## src/rtl/iq_readout_seq_if.sv

```systemverilog
// Bundle of the sequencer's host control, buffer read-side and word-stream signals.
// master = the sequencer; slave = the host, the IQ buffer and the word sink.
interface iq_readout_seq_if #(
    parameter int CNT_W = 14
);
    // Host control
    logic             start;
    logic [CNT_W-1:0] count;
    logic             abort;
    logic             busy;
    logic             done;

    // IQ buffer read side
    logic             buf_rd_sync;
    logic             buf_rd_i;
    logic             buf_rd_q;
    logic [15:0]      buf_rd_iq;

    // Word stream. A word transfers on a rd_clk edge where out_valid && out_ready.
    // Once raised, out_valid stays high and out_data stays stable until that
    // transfer (an abort is the only exception), and out_ready may depend
    // combinationally on nothing from this block.
    logic [15:0]      out_data;
    logic             out_valid;
    logic             out_ready;

    modport master (
        input  start, count, abort, buf_rd_iq, out_ready,
        output busy, done, buf_rd_sync, buf_rd_i, buf_rd_q, out_data, out_valid
    );

    modport slave (
        output start, count, abort, buf_rd_iq, out_ready,
        input  busy, done, buf_rd_sync, buf_rd_i, buf_rd_q, out_data, out_valid
    );
endinterface

```

## src/rtl/iq_readout_seq.sv

```systemverilog
// Read-side sequencer: re-syncs the IQ buffer pointer, then streams COUNT I/Q pairs as 16-bit words.
// Optional trailing checksum word when IQ_RDSEQ_CKSUM_EN is defined.
module iq_readout_seq #(
    parameter int CNT_W = 14
) (
    input  logic       rd_clk,
    input  logic       rd_rst_n,
    iq_readout_seq_if.master bus,
    output logic [2:0] dbg_state
);

    localparam logic [2:0] S_IDLE   = 3'd0;
    localparam logic [2:0] S_SYNC   = 3'd1;
    localparam logic [2:0] S_SETTLE = 3'd2;
    localparam logic [2:0] S_XFER   = 3'd3;
`ifdef IQ_RDSEQ_CKSUM_EN
    localparam logic [2:0] S_CKSUM  = 3'd4;
`endif
    localparam logic [2:0] S_DRAIN  = 3'd5;

    logic [2:0]       state;
    logic             phase_q;      // 0: next capture is the I word, 1: the Q word
    logic [CNT_W-1:0] pair_cnt;
    logic [CNT_W-1:0] cnt_lat;
    logic [15:0]      out_data_r;
    logic             out_valid_r;
    logic             done_r;
`ifdef IQ_RDSEQ_CKSUM_EN
    logic [15:0]      cksum;
`endif

    logic             capture_ok;
    logic             xfer_cap;
    logic             last_pair;

    // Abort wins over capture, so the buffer address is never advanced on an abort cycle.
    assign capture_ok = (!out_valid_r || bus.out_ready) && !bus.abort;
    assign xfer_cap   = (state == S_XFER) && capture_ok;
    assign last_pair  = (pair_cnt + CNT_W'(1)) == cnt_lat;

    assign bus.buf_rd_sync = (state == S_SYNC) && !bus.abort;
    assign bus.buf_rd_i    = xfer_cap && !phase_q;
    assign bus.buf_rd_q    = xfer_cap && phase_q;

    assign bus.busy      = (state != S_IDLE);
    assign bus.done      = done_r;
    assign bus.out_data  = out_data_r;
    assign bus.out_valid = out_valid_r;
    assign dbg_state     = state;

    always_ff @(posedge rd_clk or negedge rd_rst_n) begin
        if (!rd_rst_n) begin
            state       <= S_IDLE;
            phase_q     <= 1'b0;
            pair_cnt    <= '0;
            cnt_lat     <= '0;
            out_data_r  <= '0;
            out_valid_r <= 1'b0;
            done_r      <= 1'b0;
`ifdef IQ_RDSEQ_CKSUM_EN
            cksum       <= '0;
`endif
        end else begin
            done_r <= 1'b0;
            if (state == S_IDLE) begin
                if (bus.start) begin
                    if (bus.count != '0) begin
                        cnt_lat  <= bus.count;
                        pair_cnt <= '0;
                        phase_q  <= 1'b0;
`ifdef IQ_RDSEQ_CKSUM_EN
                        cksum    <= '0;
`endif
                        state    <= S_SYNC;
                    end else begin
                        done_r <= 1'b1;
                    end
                end
            end else if (bus.abort) begin
                // The pending word is dropped; the sink never sees it.
                state       <= S_IDLE;
                out_valid_r <= 1'b0;
                phase_q     <= 1'b0;
                done_r      <= 1'b1;
            end else begin
                case (state)
                    S_SYNC:   state <= S_SETTLE;
                    S_SETTLE: state <= S_XFER;
                    S_XFER: begin
                        if (capture_ok) begin
                            out_data_r  <= bus.buf_rd_iq;
                            out_valid_r <= 1'b1;
`ifdef IQ_RDSEQ_CKSUM_EN
                            cksum       <= cksum + bus.buf_rd_iq;
`endif
                            if (phase_q) begin
                                phase_q  <= 1'b0;
                                pair_cnt <= pair_cnt + CNT_W'(1);
                                if (last_pair) begin
`ifdef IQ_RDSEQ_CKSUM_EN
                                    state <= S_CKSUM;
`else
                                    state <= S_DRAIN;
`endif
                                end
                            end else begin
                                phase_q <= 1'b1;
                            end
                        end
                    end
`ifdef IQ_RDSEQ_CKSUM_EN
                    S_CKSUM: begin
                        if (capture_ok) begin
                            out_data_r  <= cksum;
                            out_valid_r <= 1'b1;
                            state       <= S_DRAIN;
                        end
                    end
`endif
                    S_DRAIN: begin
                        if (!out_valid_r || bus.out_ready) begin
                            out_valid_r <= 1'b0;
                            done_r      <= 1'b1;
                            state       <= S_IDLE;
                        end
                    end
                    default: state <= S_IDLE;
                endcase
            end
        end
    end

endmodule

```

## src/flat_wrapper.sv

```systemverilog
// flat-port wrapper written by rule: the top's interface ports become plain ports
module iq_readout_seq_flat 
#(
    parameter int CNT_W = 14
)
  (rd_clk, rd_rst_n, dbg_state, bus_start, bus_count, bus_abort, bus_buf_rd_iq, bus_out_ready, bus_busy, bus_done, bus_buf_rd_sync, bus_buf_rd_i, bus_buf_rd_q, bus_out_data, bus_out_valid);
  iq_readout_seq_if #(.CNT_W(CNT_W)) bus_i ();
  input  logic rd_clk;
  input  logic rd_rst_n;
  output logic [2:0] dbg_state;
  input wire logic [$bits(bus_i.start)-1:0] bus_start;
  input wire logic [$bits(bus_i.count)-1:0] bus_count;
  input wire logic [$bits(bus_i.abort)-1:0] bus_abort;
  input wire logic [$bits(bus_i.buf_rd_iq)-1:0] bus_buf_rd_iq;
  input wire logic [$bits(bus_i.out_ready)-1:0] bus_out_ready;
  output wire logic [$bits(bus_i.busy)-1:0] bus_busy;
  output wire logic [$bits(bus_i.done)-1:0] bus_done;
  output wire logic [$bits(bus_i.buf_rd_sync)-1:0] bus_buf_rd_sync;
  output wire logic [$bits(bus_i.buf_rd_i)-1:0] bus_buf_rd_i;
  output wire logic [$bits(bus_i.buf_rd_q)-1:0] bus_buf_rd_q;
  output wire logic [$bits(bus_i.out_data)-1:0] bus_out_data;
  output wire logic [$bits(bus_i.out_valid)-1:0] bus_out_valid;
  assign bus_i.start = bus_start;
  assign bus_i.count = bus_count;
  assign bus_i.abort = bus_abort;
  assign bus_i.buf_rd_iq = bus_buf_rd_iq;
  assign bus_i.out_ready = bus_out_ready;
  assign bus_busy = bus_i.busy;
  assign bus_done = bus_i.done;
  assign bus_buf_rd_sync = bus_i.buf_rd_sync;
  assign bus_buf_rd_i = bus_i.buf_rd_i;
  assign bus_buf_rd_q = bus_i.buf_rd_q;
  assign bus_out_data = bus_i.out_data;
  assign bus_out_valid = bus_i.out_valid;
  iq_readout_seq #(.CNT_W(CNT_W)) u_core (.rd_clk(rd_clk), .rd_rst_n(rd_rst_n), .bus(bus_i), .dbg_state(dbg_state));
endmodule
```

## config.mk

```make
export PLATFORM = sky130hd
export DESIGN_NAME = iq_readout_seq_flat
export DESIGN_NICKNAME = d
export VERILOG_FILES = /design/src/rtl/iq_readout_seq_if.sv /design/src/rtl/iq_readout_seq.sv /design/src/flat_wrapper.sv
export SDC_FILE = /design/constraint.sdc
export NUM_CORES = 1
export LEC_CHECK = 0
export ABC_CLOCK_PERIOD_IN_PS = 3720
export CAP_MARGIN = 20
export CORE_ASPECT_RATIO = 1.75
export CORE_MARGIN = 2
export CORE_UTILIZATION = 54
export DETAILED_ROUTE_END_ITERATION = 10
export HOLD_SLACK_MARGIN = 0.06
export PLACE_DENSITY = 0.94
export SYNTH_ARGS = -nofsm -noshare
export SYNTH_HDL_FRONTEND = slang
export SYNTH_SLANG_ARGS = --single-unit
```

## constraint.sdc

```tcl
create_clock -name rd_clk -period 3.72 [get_ports rd_clk]
set_clock_uncertainty 0.2 [all_clocks]
set_input_delay 0.93 -clock rd_clk [delete_from_list [all_inputs] [get_ports rd_clk]]
set_output_delay 0.93 -clock rd_clk [all_outputs]
set_load 0.05 [all_outputs]
```

# == Yosys cells after proc, flatten, opt, wreduce, memory -nomap -nowiden ==
# Cells that the tools add are included.
# op_classes
n_addsub,1
eq_ne,14
mux,33
n_bitwise,2
reduce_logical,24
# op_table
operator,count
2-to-1 mux 14 bit,7
2-to-1 mux 3 bit,8
2-to-1 mux 1 bit,16
adder 14 x 1 -> 14 bit (second input constant),1
== test 14 bit,1
nonzero test 14 bit,1
inequality test 4 x 3 -> 1 bit (second input constant),3
case mux 3 bit (4 select lines),1
AND reduction 4 bit,3
AND reduction 6 bit,2
nonzero test 3 bit,4
== test 3 x 2 -> 1 bit (second input constant),2
inequality test 3 x 2 -> 1 bit (second input constant),2
nonzero test 2 bit,3
logical AND 1 bit,5
inequality test 2 bit (second input constant),2
inequality test 4 x 2 -> 1 bit (second input constant),1
== test 3 x 1 -> 1 bit (second input constant),1
== test 3 bit (second input constant),1
logical NOT 1 bit,3
logical NOT 3 bit,1
AND reduction 3 bit,1
inequality test 2 x 1 -> 1 bit (second input constant),1
NOT 1 bit,2
2 further kinds,2
# totals
register_bits,50
in_bits,35
out_inout_bits,25
word_cells,81

# == Longest topological paths before layout ==
# logic_depth
word_depth,8
mapped_depth,8
depth_no_buf,7

# == Least setup slack after synthesis ==
# No wires, ideal clock.
# synth_timing
path_type,in2out
from,in bus_abort
to,out bus_buf_rd_sync
arrival_ns,2.753
required_time_ns,2.590
slack_ns,-0.163
path_stages,2
n_path_buf,1
cell_sequence,clkbuf_1 -> nor4b_1
# synth_via
elab_chain_len,2
# synth_lines
item,line_no,source
from (decl),flat_wrapper.sv:13,input wire logic [$bits(bus_i.abort)-1:0] bus_abort;
logical NOT 1 bit,iq_readout_seq.sv:41,assign bus.buf_rd_sync = (state == S_SYNC) && !bus.abort;
logical AND 1 bit,iq_readout_seq.sv:41,
to (decl),flat_wrapper.sv:18,output wire logic [$bits(bus_i.buf_rd_sync)-1:0] bus_buf_rd_sync;
# Every way passes these cells.

# == Worst setup path in the final report ==
# layout_timing
from,in bus_out_ready
to,out bus_buf_rd_i
# layout_via
elab_chain_len,4
# layout_lines
item,line_no,source
from (decl),flat_wrapper.sv:15,input wire logic [$bits(bus_i.out_ready)-1:0] bus_out_ready;
logical OR 1 bit,iq_readout_seq.sv:37,assign capture_ok = (!out_valid_r || bus.out_ready) && !bus.abort;
logical AND 1 bit,iq_readout_seq.sv:37,
logical AND 1 bit,iq_readout_seq.sv:38,assign xfer_cap = (state == S_XFER) && capture_ok;
logical AND 1 bit,iq_readout_seq.sv:42,assign bus.buf_rd_i = xfer_cap && !phase_q;
to (decl),flat_wrapper.sv:19,output wire logic [$bits(bus_i.buf_rd_i)-1:0] bus_buf_rd_i;
# Every way passes these cells.

==> key figures <==
Run status
  • Outcome: finished, final reports clean

Critical path
  • Family with the most delay on the worst path: simple AND/OR/NAND/NOR gates
  • Slowest stage delay, CP: 490 ps
  • WP buf/inv: 2
  • Endpoint class of the critical path: primary output
  • Max FO, Critical Path: 4
  • Kind of critical path: primary input to primary output
  • Startpoint types: primary input
  • CP max-delay cell: clkdlybuf4s50_1
  • CP arrival: 2370 ps
  • Critical-path cell list: clkdlybuf4s50_1 > nor2b_1 > nor4_4 > nor2b_1 > buf_12
  • CP Data Required Time: 2590 ps
  • CP most frequent cell: nor2b_1

Pwr
  • P_int: 1.22 mW
  • Part of the power in combinational logic: 45.4%
  • Sw Ratio: 42.0%
  • Max VDD drop: 0.751 mV
  • Clock power frac: 16.1%
  • Pwr/cell area: 614 mW/mm2
  • Leak: 1.45 nW
  • Sequential share of power: 38.5%
  • Power Total: 2.10 mW
  • Sw Pwr: 0.881 mW

Synthesis
  • Top cell type's share of synthesized area: 47.7%
  • Top_reg_cell synth: dfrtp_1
  • Register area share after synthesis: 47.7%
  • Syn Area/Cell: 10.8 um2
  • Post-Synthesis Cells: 242
  • Ys Warns: 0
  • FFs w/ async S/R, synth: 100%
  • Post-Syn Nets: 278
  • Post-synth EDFFs: 0
  • Synth area leader: dfrtp_1
  • Synthesis-stage register bit count: 50
  • Synth top area cells: dfrtp_1 (48%), mux2_2 (13%), o21ai_0 (4.2%)
  • Distinct cells, synth: 46
  • Syn Std Cell Area: 0.00262 mm2

Clocking
  • CTS Buf Count: 5
  • Clock transition at path regs: 90 ps
  • Bufs on Longest Clock Path: 2
  • CTS tree: yes
  • Clock latency on the worst-skew pair: 310 ps
  • H-tree Lvls: 2
  • Clock Root Buffer: clkbuf_8
  • Hold-fix buffer count after cts: 0
  • Post_cts resized: 0
  • Sink Count: 50
  • Postcts setup bufs: 0

Cells and area
  • Share of cells above drive strength 1: 20.3%
  • N_diodes: 0
  • Area grow syn2layout: 30.3%
  • Final #Nets: 341

Timing
  • Peak Freq: 286 MHz
  • Fin. max-slew vios: 0
  • Crit share post-route: 94.1%
  • Final setup viols: 0
  • Hold Violations, Final: 0
  • Worst slew pin tran: 585 ps
  • Tmin final: 3500 ps
  • Unrepaired setup endpoints after global routing: false
  • Max_slew headroom: 60.7%
  • Final setup TNS: 0 ps

Hold path
  • Hold crit path type: flip-flop to flip-flop

Routing
  • Via count: 2308
  • Vias per cell: 6.45
  • DRT Pass-1 Iters: 4
  • # DRC: 0
  • Total detailed-routing wirelength: 7.60 mm
  • 1st-iter DRT viols: 85
  • Antenna Nets Post-Route: 0
  • Average routed wire per standard cell: 21.2 um

Floorplanning
  • Ports: 60
  • Die Height: 96.2 um
  • Die W: 56.7 um
  • Die Area: 0.00545 mm2
  • Starting Density: 56.2%
  • Core area: 0.00467 mm2
  • Rows: 33

GRT
  • First-pass GRT wire length: 12.3 mm
  • Total congestion overflow: 0
  • All-Layer GR Usage: 29.9%
  • Largest net degree at the start of global routing: 27
  • Antenna violations before repair: 0
  • Vias in the first global route: 2464

Place
  • PortBufs: 59
  • Dpl hpwl: 5.31 mm
  • GPL Wtd Cong: 0.888

Run
  • Max-Cap Viols: 0
## cell usage in the layout (no fill, tap or decap), types with 2 or more instances in the layout
| cell type | instances |
|---|---|
| clkdlybuf4s50_1 | 55 |
| dfrtp_1 | 50 |
| mux2_2 | 30 |
| o21ai_0 | 22 |
| nor2_1 | 18 |
| nand2_1 | 12 |
| xnor2_1 | 11 |
| and3_1 | 8 |
| buf_4 | 8 |
| nor2b_1 | 7 |
| nor3_1 | 7 |
| o31ai_1 | 7 |
| nand3_1 | 6 |
| clkbuf_8 | 6 |
| nor4_1 | 5 |
| nand4_1 | 5 |
| xor2_1 | 5 |
| a21o_1 | 3 |
| buf_12 | 3 |
| nor3_2 | 2 |
| inv_1 | 2 |
| nand3_2 | 2 |
| o21a_1 | 2 |
| a21oi_1 | 2 |
| and2_1 | 2 |
## routing by layer
metal  vias up  share of wire [%]  routed length [um]  global-route usage, %
met5         -                  0                   0                      0
met4         0                5.6                 429                   19.8
met3        35                5.7                 430                   4.70
met2       138                 54                4100                   52.7
met1      1123                 35                2630                   32.7
li1       1012                  -                   -                      -
## synthesized netlist by cell type, types with 2 or more instances
cell	n
xor2_1	5
and3_1	8
xnor2_1	11
and2_1	2
nand3_2	2
nand2_1	12
nor4_1	5
a21oi_1	2
nor2_1	18
nor2b_1	7
o31ai_1	7
nor3_2	2
inv_1	2
nand4_1	5
o21ai_0	22
o21a_1	2
mux2_2	30
nand3_1	6
buf_2	9
nor3_1	7
nor4_2	2
a21o_1	3
dfrtp_1	50
## layout make-up
| cell class | count | area, um2 |
|---|---|---|
| inverter | 3 | 11.3 |
| timing repair buffer | 67 | 676 |
| sequential | 50 | 1250 |
| fill | 284 | 1250 |
| clock buffer | 6 | 82.6 |
| tap | 52 | 65.1 |
| clock inverter | 2 | 12.5 |
| multi-input combinational | 178 | 1320 |
## flip-flops by register name, indices dropped and copies added (netlist names)
register,cells
u_core.bus.out_valid,1
u_core.pair_cnt,14
u_core.dbg_state,3
u_core.bus.done,1
u_core.cnt_lat,14
u_core.bus.out_data,16
u_core.phase_q,1
## power by group through the flow
stage / Sequential [mW] / Clock (mW) / Combinational, mW
global placement: 0.791 / 0 / 0.912
detailed placement: 0.808 / 0 / 0.939
CTS: 0.805 / 0.340 / 0.955
finish: 0.808 / 0.338 / 0.952
global route: 0.821 / 0.360 / 0.991
floorplan: 1.12 / 0 / 0.271
## through the flow
stage	instance area, um2	hold WS (ps)	std cells	worst slack (ps)	util, %
after floorplan	2630	267	242	176	-
after global placement	3320	288	350	342	71.2
after detailed placement	3320	295	350	313	71.2
after CTS	3420	315	358	211	73.2
after global routing	3420	330	358	129	73.2
final	3420	316	358	218	73.2
## path summary, 6_finish.rpt
kind | startpoint | to | slack [ps] | depth (start not counted)
setup / recovery | bus_out_ready | bus_buf_rd_i | 220 | 5
hold / removal | u_core.bus.out_data[4] | u_core.bus.out_data[4] | 320 | 1
setup reg to reg | u_core.pair_cnt[0] | u_core.dbg_state[2] | 1200 | 7
hold reg to reg | u_core.bus.out_data[4] | u_core.bus.out_data[4] | 320 | 1
max in group asynchronous | rd_rst_n | u_core.bus.out_data[0] | 2280 | 2
min in group asynchronous | rd_rst_n | u_core.cnt_lat[1] | 410 | 1
## worst reg2reg max path, delay by kind of cell (launching register included)
family	cells	cell delay (ps)
flip-flops	1	470
adder cells (fa/ha/maj)	1	330
AND/OR/NAND/NOR	4	990
AO/OA/AOI/OAI	1	180
XOR/XNOR	1	290
## logic make-up (layout without fill, tap and decap cells)
kind of cell,count (synthesis),count (layout),share of synthesized area [%]
buffers and inverters,14,78,2.58
AO/OA/AOI/OAI,48,48,12.4
XOR/XNOR,16,16,5.34
adder cells (fa/ha/maj),1,1,0.477
flip-flops,50,50,47.7
multiplexers,31,31,13.3
AND/OR/NAND/NOR,82,82,18.2
No activity file was read; power rests on OpenSTA's default activity.
